## src/rtl/pixel_array_readout.sv

```systemverilog
`timescale 1ns / 1ps
// -----------------------------------------------------------------------------
// pixel_array_readout
//
// Frame readout sequencer for the digital pixel sensor array. After conversion
// has finished, a start pulse walks the array row by row. For each row it:
//   1. asserts a one-hot row read-enable,
//   2. waits for the column bus to settle,
//   3. captures the whole row into a local buffer,
//   4. streams the pixels one per transfer over a valid/ready interface.
// Pixel codes are passed through unmodified.
//
// Ports
//   clk         in   single clock, rising edge
//   reset_n     in   asynchronous active-low reset
//   start       in   begin one frame readout (sampled only when idle)
//   row_select  out  one-hot row read-enable, all-zero when no row is read
//   col_data    in   column bus, column c on [c*BIT_DEPTH +: BIT_DEPTH]
//   out_data    out  current pixel code
//   out_valid   out  out_data/out_row/out_col/out_last are valid
//   out_ready   in   downstream accepts the current pixel
//   out_row     out  row index of the current pixel
//   out_col     out  column index of the current pixel
//   out_last    out  current pixel is the last of the frame
//   busy        out  high from start acceptance until done
//   done        out  one-cycle pulse after the final pixel transfer
// -----------------------------------------------------------------------------
module pixel_array_readout #(
    parameter int unsigned BIT_DEPTH     = 8,
    parameter int unsigned ROWS          = 2,
    parameter int unsigned COLUMNS       = 2,
    parameter int unsigned SETTLE_CYCLES = 1,
    // Derived widths; not meant to be overridden.
    parameter int unsigned RW = (ROWS > 1) ? $clog2(ROWS) : 1,
    parameter int unsigned CW = (COLUMNS > 1) ? $clog2(COLUMNS) : 1
) (
    input  logic                         clk,
    input  logic                         reset_n,
    input  logic                         start,
    output logic [ROWS-1:0]              row_select,
    input  logic [COLUMNS*BIT_DEPTH-1:0] col_data,
    output logic [BIT_DEPTH-1:0]         out_data,
    output logic                         out_valid,
    input  logic                         out_ready,
    output logic [RW-1:0]                out_row,
    output logic [CW-1:0]                out_col,
    output logic                         out_last,
    output logic                         busy,
    output logic                         done
);

    localparam int unsigned SW = (SETTLE_CYCLES > 1) ? $clog2(SETTLE_CYCLES) : 1;

    localparam logic [RW-1:0] ROW_LAST    = RW'(ROWS - 1);
    localparam logic [CW-1:0] COL_LAST    = CW'(COLUMNS - 1);
    localparam logic [SW-1:0] SETTLE_LAST = SW'(SETTLE_CYCLES - 1);

    typedef enum logic [1:0] {
        StIdle,
        StSelect,
        StStream,
        StFinish
    } state_e;

    // -------------------------------------------------------------------------
    // State
    // -------------------------------------------------------------------------
    state_e               state_q, state_d;
    logic [RW-1:0]        row_q, row_d;
    logic [CW-1:0]        col_q, col_d;
    logic [SW-1:0]        settle_q, settle_d;
    logic [ROWS-1:0]      row_select_q, row_select_d;
    logic [BIT_DEPTH-1:0] row_buf_q [COLUMNS];
    logic [BIT_DEPTH-1:0] row_buf_d [COLUMNS];
    logic [BIT_DEPTH-1:0] out_data_q, out_data_d;
    logic                 out_valid_q, out_valid_d;
    logic                 out_last_q, out_last_d;
    logic                 busy_q, busy_d;
    logic                 done_q, done_d;

    logic [RW-1:0] row_inc;
    logic [CW-1:0] col_inc;
    logic          row_is_last;
    logic          col_is_last;

    assign row_inc     = row_q + 1'b1;
    assign col_inc     = col_q + 1'b1;
    assign row_is_last = (row_q == ROW_LAST);
    assign col_is_last = (col_q == COL_LAST);

    // -------------------------------------------------------------------------
    // Next-state logic
    // -------------------------------------------------------------------------
    always_comb begin
        state_d      = state_q;
        row_d        = row_q;
        col_d        = col_q;
        settle_d     = settle_q;
        row_select_d = row_select_q;
        row_buf_d    = row_buf_q;
        out_data_d   = out_data_q;
        out_valid_d  = out_valid_q;
        out_last_d   = out_last_q;
        busy_d       = busy_q;
        done_d       = done_q;

        unique case (state_q)
            StIdle: begin
                if (start) begin
                    row_d        = '0;
                    row_select_d = ROWS'(1);
                    settle_d     = '0;
                    busy_d       = 1'b1;
                    state_d      = StSelect;
                end
            end

            StSelect: begin
                if (settle_q == SETTLE_LAST) begin
                    // Bus has settled: take the whole row in one go so later bus
                    // activity cannot disturb the pixels still to be streamed.
                    for (int c = 0; c < COLUMNS; c++) begin
                        row_buf_d[c] = col_data[c*BIT_DEPTH +: BIT_DEPTH];
                    end
                    row_select_d = '0;
                    col_d        = '0;
                    out_data_d   = col_data[0 +: BIT_DEPTH];
                    out_valid_d  = 1'b1;
                    out_last_d   = row_is_last && (COLUMNS == 1);
                    state_d      = StStream;
                end else begin
                    settle_d = settle_q + 1'b1;
                end
            end

            StStream: begin
                // out_valid is always high here, so out_ready alone marks a transfer.
                if (out_ready) begin
                    if (!col_is_last) begin
                        col_d      = col_inc;
                        out_data_d = row_buf_q[col_inc];
                        out_last_d = row_is_last && (col_inc == COL_LAST);
                    end else if (!row_is_last) begin
                        out_valid_d  = 1'b0;
                        row_d        = row_inc;
                        row_select_d = ROWS'(1) << row_inc;
                        settle_d     = '0;
                        state_d      = StSelect;
                    end else begin
                        out_valid_d = 1'b0;
                        out_last_d  = 1'b0;
                        done_d      = 1'b1;
                        state_d     = StFinish;
                    end
                end
            end

            StFinish: begin
                done_d  = 1'b0;
                busy_d  = 1'b0;
                state_d = StIdle;
            end

            default: begin
                state_d = StIdle;
            end
        endcase
    end

    // -------------------------------------------------------------------------
    // State registers
    // -------------------------------------------------------------------------
    always_ff @(posedge clk or negedge reset_n) begin
        if (!reset_n) begin
            state_q      <= StIdle;
            row_q        <= '0;
            col_q        <= '0;
            settle_q     <= '0;
            row_select_q <= '0;
            for (int c = 0; c < COLUMNS; c++) begin
                row_buf_q[c] <= '0;
            end
            out_data_q   <= '0;
            out_valid_q  <= 1'b0;
            out_last_q   <= 1'b0;
            busy_q       <= 1'b0;
            done_q       <= 1'b0;
        end else begin
            state_q      <= state_d;
            row_q        <= row_d;
            col_q        <= col_d;
            settle_q     <= settle_d;
            row_select_q <= row_select_d;
            row_buf_q    <= row_buf_d;
            out_data_q   <= out_data_d;
            out_valid_q  <= out_valid_d;
            out_last_q   <= out_last_d;
            busy_q       <= busy_d;
            done_q       <= done_d;
        end
    end

    // -------------------------------------------------------------------------
    // Outputs (all straight from registers)
    // -------------------------------------------------------------------------
    assign row_select = row_select_q;
    assign out_data   = out_data_q;
    assign out_valid  = out_valid_q;
    assign out_row    = row_q;
    assign out_col    = col_q;
    assign out_last   = out_last_q;
    assign busy       = busy_q;
    assign done       = done_q;

endmodule

```

## config.mk

```make
export PLATFORM = sky130hd
export DESIGN_NAME = pixel_array_readout
export DESIGN_NICKNAME = d
export VERILOG_FILES = /design/src/rtl/pixel_array_readout.sv
export SDC_FILE = /design/constraint.sdc
export NUM_CORES = 1
export LEC_CHECK = 0
export BUFFER_PORTS_ARGS = -buffer_cell sky130_fd_sc_hd__buf_2
export CORE_MARGIN = 2
export CORE_UTILIZATION = 40
export CTS_CLUSTER_SIZE = 10
export DETAILED_ROUTE_END_ITERATION = 10
export GPL_ROUTABILITY_DRIVEN = 0
export HOLD_SLACK_MARGIN = 0.06
export PLACE_DENSITY = 0.75
export SLEW_MARGIN = 0
export SYNTH_ARGS = -nofsm -noshare
export SYNTH_HDL_FRONTEND = slang
export SYNTH_SLANG_ARGS = --single-unit
```

## constraint.sdc

```tcl
create_clock -name clk -period 1.67 [get_ports clk]
set_input_delay 0.2505 -clock clk [delete_from_list [all_inputs] [get_ports clk]]
set_output_delay 0.2505 -clock clk [all_outputs]
set_load 0.01 [all_outputs]
```

Word level (Yosys, flattened, before mapping). Index checks and enable logic that the tools add are counted.

Input bits: 20. Logic and storage cells: 94. Register bits: 35.

Order comparisons: 1. Bitwise gates (word level): 2. Mux-type cells: 46. Reduce and logical (&&, ||, !) cells: 18. Equal/unequal tests: 11. Shift operators: 1. Add/sub/neg operators: 3.

Operator list (count): $mux 8 (6); $reduce_and 4->1 (6); $mux 1 (21); $mux 2 (9); $pmux 8 s2 (1); $ne 2x2->1 const B (7); $pmux 1 s2 (6); $pmux 2 s4 (1); $reduce_bool 2->1 (4); $pmux 2 s3 (1); $reduce_and 6->1 (1); $reduce_and 5->1 (1); $eq 2x2->1 const B (2); $reduce_and 2->1 (2); $add 1x1->1 const B (3); $ne 3x3->1 const B (1); $pmux 1 s3 (1); $reduce_and 3->1 (1); $reduce_bool 3->1 (1); $eq 2x1->1 const B (1); $ge 2x2->1 const B (1); $logic_not 2->1 (1); $not 1->2 (1); $shl 1x1->2 const A (1); 2 further kinds (2).

Depth between registers and ports, before layout.
Depth after elaboration: 8. Depth in mapped cells: 7. Mapped depth without buffers: 5.

Worst setup path before layout. OpenSTA, ideal clock, no wires.

Path type: register to register. Start point: register state_q[0]. End point: register out_data_q[0], in the netlist out_data[0]. Buffers on the path: 1. Arrival time: 1.364 ns. Data required time: 1.552 ns. Path slack: 0.188 ns. Stages on the path, launching flop included: 7. Path through: dfrtp_1 > inv_1 > ha_1 > nor2b_1 > buf_1 > nor2_4 > a21o_1.

Word-level cells in the longest chain between the ends: 3. Elaborated cells between the ends (all ways): 8. Those cells by class: eq/ne (5); mux (1); reduce/logical (2).

RTL lines: start: declaration (line 68) `state_e state_q, state_d;`; start signal: assignment (line 175) `state_q <= StIdle;`; start signal: assignment (line 189) `state_q <= state_d;`; $eq 2x2->1 or $eq 2x1->1 (tied branches) (line 107) `unique case (state_q)`; $ne 2x2->1 (no line) or $reduce_bool 2->1 (tied branches); $reduce_and 4->1 (no line); end signal: assignment (line 195) `out_data_q <= out_data_d;`; end: declaration (line 75) `logic [BIT_DEPTH-1:0] out_data_q, out_data_d;`.

Parallel ways exist; a longest one is shown, timed or not. A chain may end at the register's enable or synchronous reset.

Worst setup path in the final report.
Start point: register state_q[0]. End point: register out_data_q[7], in the netlist out_data[7].

The elaborated chain is that of the path after synthesis.

==> impl_metrics.csv <==
group,metric,value,unit
floorplan,floorplan.core_area,2980,um2
synth,yosysUniqueCellTypes,28,
floorplan,rows,20,
grt,antenna_found_initial,0,
synth,yosys-mux-area-fraction,8.97,%
grt,grt_max_degree,27,
routing,detail_route.drc_violations,0,
synth,postSynthNetCount,130,
synth,fraction_of_the_mapped_netlist_area_in_simple_logic_gates,8.56,%
routing,totalWireLength,2280,um
final_layout,layout-drive-gt1-share,38.2,%
grt,grt_first_pass_wirelength,3910,um
timing,finalSetupViolCount,0,
setup_path,crit_required,1890,ps
routing,drt.antenna.violating_nets,0,
power,powerDensity,1890,nW/um2
timing,final.period_utilization,93.0,%
synth,yosys.area_share.adder,5.10,%
clock_network,h-tree-depth,1,
synth,synth.yosys.seq_area_share,53.0,%
synth,largest_family_of_logic_cells_by_synthesized_area,"compound AO/OA/AOI/OAI gates",
clock_network,clkSlewWorstSetupHoldPaths,130,ps
grt,globalRouteOverflowTotal,0,
synth,post_synth_instance_area,1230,um2
setup_path,crit_fanout,9,
timing,timing.final.crit_period,1550,ps
timing,slew_headroom,62.6,%
final_layout,finish.instance_area,1500,um2
floorplan,die_area,3530,um2
timing,unrepaired_setup_endpoints_after_global_routing,"false",
synth,ffs_latches_synth,26,
final_layout,final_nets,170,
clock_network,clock_path_buffers,2,
grt,vias_in_the_first_global_route,916,
grt,grtUsageTotal,14.6,%
routing,vias_per_cell,5.21,
routing,detail_route.iter0.violations,19,
synth,synthDominantAreaCellType,"sky130_fd_sc_hd__dfrtp_1",
final_layout,antenna_cells_inserted,0,
setup_path,timing.critical_path.from_type,"flop",
clock_network,clock_insertion_delay_worst_skew,310,ps
power,cellLeakagePower,0.782,nW
floorplan,start_util,41.2,%
floorplan,dieWidth,59.4,um
synth,parity_gate_share_of_the_synthesized_area_counting_xor_and_xnor_cells,0,%
hold_path,timing.hold.worst.class,"in -> reg",
final_layout,instances_no_fill,177,
routing,via_count,923,
run_status,outcome,"finished, final reports clean",
routing,detail_route.first_pass.iterations,2,
timing,slew_viol_final,0,
synth,synth.area.top_cells,"sky130_fd_sc_hd__dfrtp_1, sky130_fd_sc_hd__mux2_2, sky130_fd_sc_hd__a22o_1, sky130_fd_sc_hd__ha_1, sky130_fd_sc_hd__a21o_1",
placed_design,dpl.hpwl,1810,um
clock_network,cts_made_buffers,3,
power,vdd_drop_max,0.779,mV
timing,report.final.hold_viol_count,0,
synth,synthesis.area_per_instance,11.7,um2
placed_design,standard_cell_area_after_detailed_placement,1450,um2
setup_path,critical_setup_path_class,"reg -> reg",
synth,synth-compound-area-share,19.6,%
floorplan,io-pin-count,36,
final_layout,seq_cell_area,651,um2
timing,clock.fmax,644,MHz
floorplan,chipHeight,59.4,um
synth,synth_warnings,0,
timing,worst_clock_skew,3.78,ps
setup_path,critPathArrivalTime,1770,ps
final_layout,n_fill_cell,292,
synth,synth.top_cell.area_share,53.0,%
clock_network,clock_tree_from_tritoncts,"yes",
clock_network,clockRootBuffer,"sky130_fd_sc_hd__clkbuf_4",
synth,netlist_instances,105,
final_layout,area.growth.synth_to_final,21.8,%
timing,max_slew.worst_pin.slew,561,ps
final_layout,multiInputGateArea,522,um2
placed_design,placed_cells_incl_taps,172,
clock_network,tritoncts_num_sinks,26,
final_layout,finish.utilization,50.2,%
setup_path,setup.worst_path.end_class,"flop",
placed_design,portBuffers,35,
job,max-cap-violations,0,
routing,routed_wirelength_normalized_by_instance_count,12.9,um
-- flip-flops by register name (all words and copies together), names as in the netlist --
name / cells
busy: 1
done: 1
out_col: 1
out_data: 8
out_last: 1
out_row: 1
out_valid: 1
row_buf_q: 8
row_select: 2
state_q: 2
-- routing by layer --
metal  GRT usage [%]  part of all wire [%]
met5               0                     0
met3            3.06                   6.9
met4            3.90                     0
met1            18.9                    45
met2            24.8                    48
-- worst max-delay path: stages, from the launching register on --
cell	delay, ps
sky130_fd_sc_hd__dfrtp_1	450
sky130_fd_sc_hd__inv_1	130
sky130_fd_sc_hd__ha_2	260
sky130_fd_sc_hd__nor2b_1	70
sky130_fd_sc_hd__buf_4	170
sky130_fd_sc_hd__a22o_1	230
sky130_fd_sc_hd__a21o_1	150
-- cells in the mapped netlist --
master                       n
sky130_fd_sc_hd__dfrtp_1    26
sky130_fd_sc_hd__a21o_1      8
sky130_fd_sc_hd__a22o_1      8
sky130_fd_sc_hd__inv_1       8
sky130_fd_sc_hd__mux2_2      8
sky130_fd_sc_hd__ha_1        5
sky130_fd_sc_hd__o21ai_0     5
sky130_fd_sc_hd__a31oi_1     4
sky130_fd_sc_hd__nand3_1     4
sky130_fd_sc_hd__a21oi_1     3
sky130_fd_sc_hd__nor2b_1     3
sky130_fd_sc_hd__buf_2       2
sky130_fd_sc_hd__mux2i_1     2
sky130_fd_sc_hd__nand2_1     2
sky130_fd_sc_hd__nor2_1      2
sky130_fd_sc_hd__nor3_1      2
sky130_fd_sc_hd__o2bb2ai_1   2
sky130_fd_sc_hd__a21bo_2     1
sky130_fd_sc_hd__and3b_1     1
sky130_fd_sc_hd__buf_1       1
sky130_fd_sc_hd__buf_6       1
sky130_fd_sc_hd__clkbuf_1    1
sky130_fd_sc_hd__nand2b_1    1
sky130_fd_sc_hd__nand3b_1    1
sky130_fd_sc_hd__nor2_4      1
sky130_fd_sc_hd__o31ai_1     1
sky130_fd_sc_hd__o32a_1      1
sky130_fd_sc_hd__or4_1       1
-- through the flow --
stage	power (W)	hold WS, ps	setup WS (ps)	TNS, ps
floorplan	0.00211	-45.1	188	0
global placement	0.00251	268	83.6	0
detailed placement	0.00256	276	-3.70	-4.76
CTS	0.00287	151	44.4	0
global route	0.00309	134	31.7	0
finish	0.00283	162	117	0
-- final timing paths --
kind,from,to,slack (ps),cells past startpoint
setup / recovery,state_q[0]$_DFFE_PN0P_,out_data[7]$_DFFE_PN0P_,120,6
hold / removal,col_data[15],row_buf_q[7]$_DFFE_PN0P_,160,2
setup reg to reg,state_q[0]$_DFFE_PN0P_,out_data[7]$_DFFE_PN0P_,120,6
hold reg to reg,out_data[6]$_DFFE_PN0P_,out_data[6]$_DFFE_PN0P_,490,1
max in group asynchronous,reset_n,state_q[0]$_DFFE_PN0P_,840,2
min in group asynchronous,reset_n,out_data[6]$_DFFE_PN0P_,460,2
-- power by group --
| part | switching (W) | internal, W |
|---|---|---|
| sequential | 0.000212 | 0.000943 |
| clock | 0.000172 | 0.000133 |
| combinational | 0.000666 | 0.000705 |
-- area by class of cell --
type	count	share of cell area [%]
tap	33	2.76
inverter	8	2.01
clock buffer	4	2.43
multi-input combinational	66	34.9
timing repair buffer	40	14.4
sequential	26	43.5
-- logic make-up after synthesis --
logic type               Yosys count
buffers and inverters             13
flip-flops                        26
AND/OR/NAND/NOR                   18
multiplexers                      10
adder cells (fa/ha/maj)            5
AO/OA/AOI/OAI                     33
-- layout by cell type, fill, tap and decap left out, drive strengths merged, types with 4 or more instances in the layout --
cell type,Yosys,final
a22o,8,8
inv,8,8
mux2,8,8
a31oi,4,4
ha,5,5
a21o,8,8
dfrtp,26,26
buf,4,39
clkbuf,1,4
nand3,4,4
o21ai,5,5
-- what timing repair did --
item	in CTS	in global routing
hold buffers	1	0
gates resized for setup	1	1
endpoints found under the hold margin	26	0
setup endpoints to repair	8	9
setup buffers	0	0
Note: power is estimated with default switching activity, not from simulation.
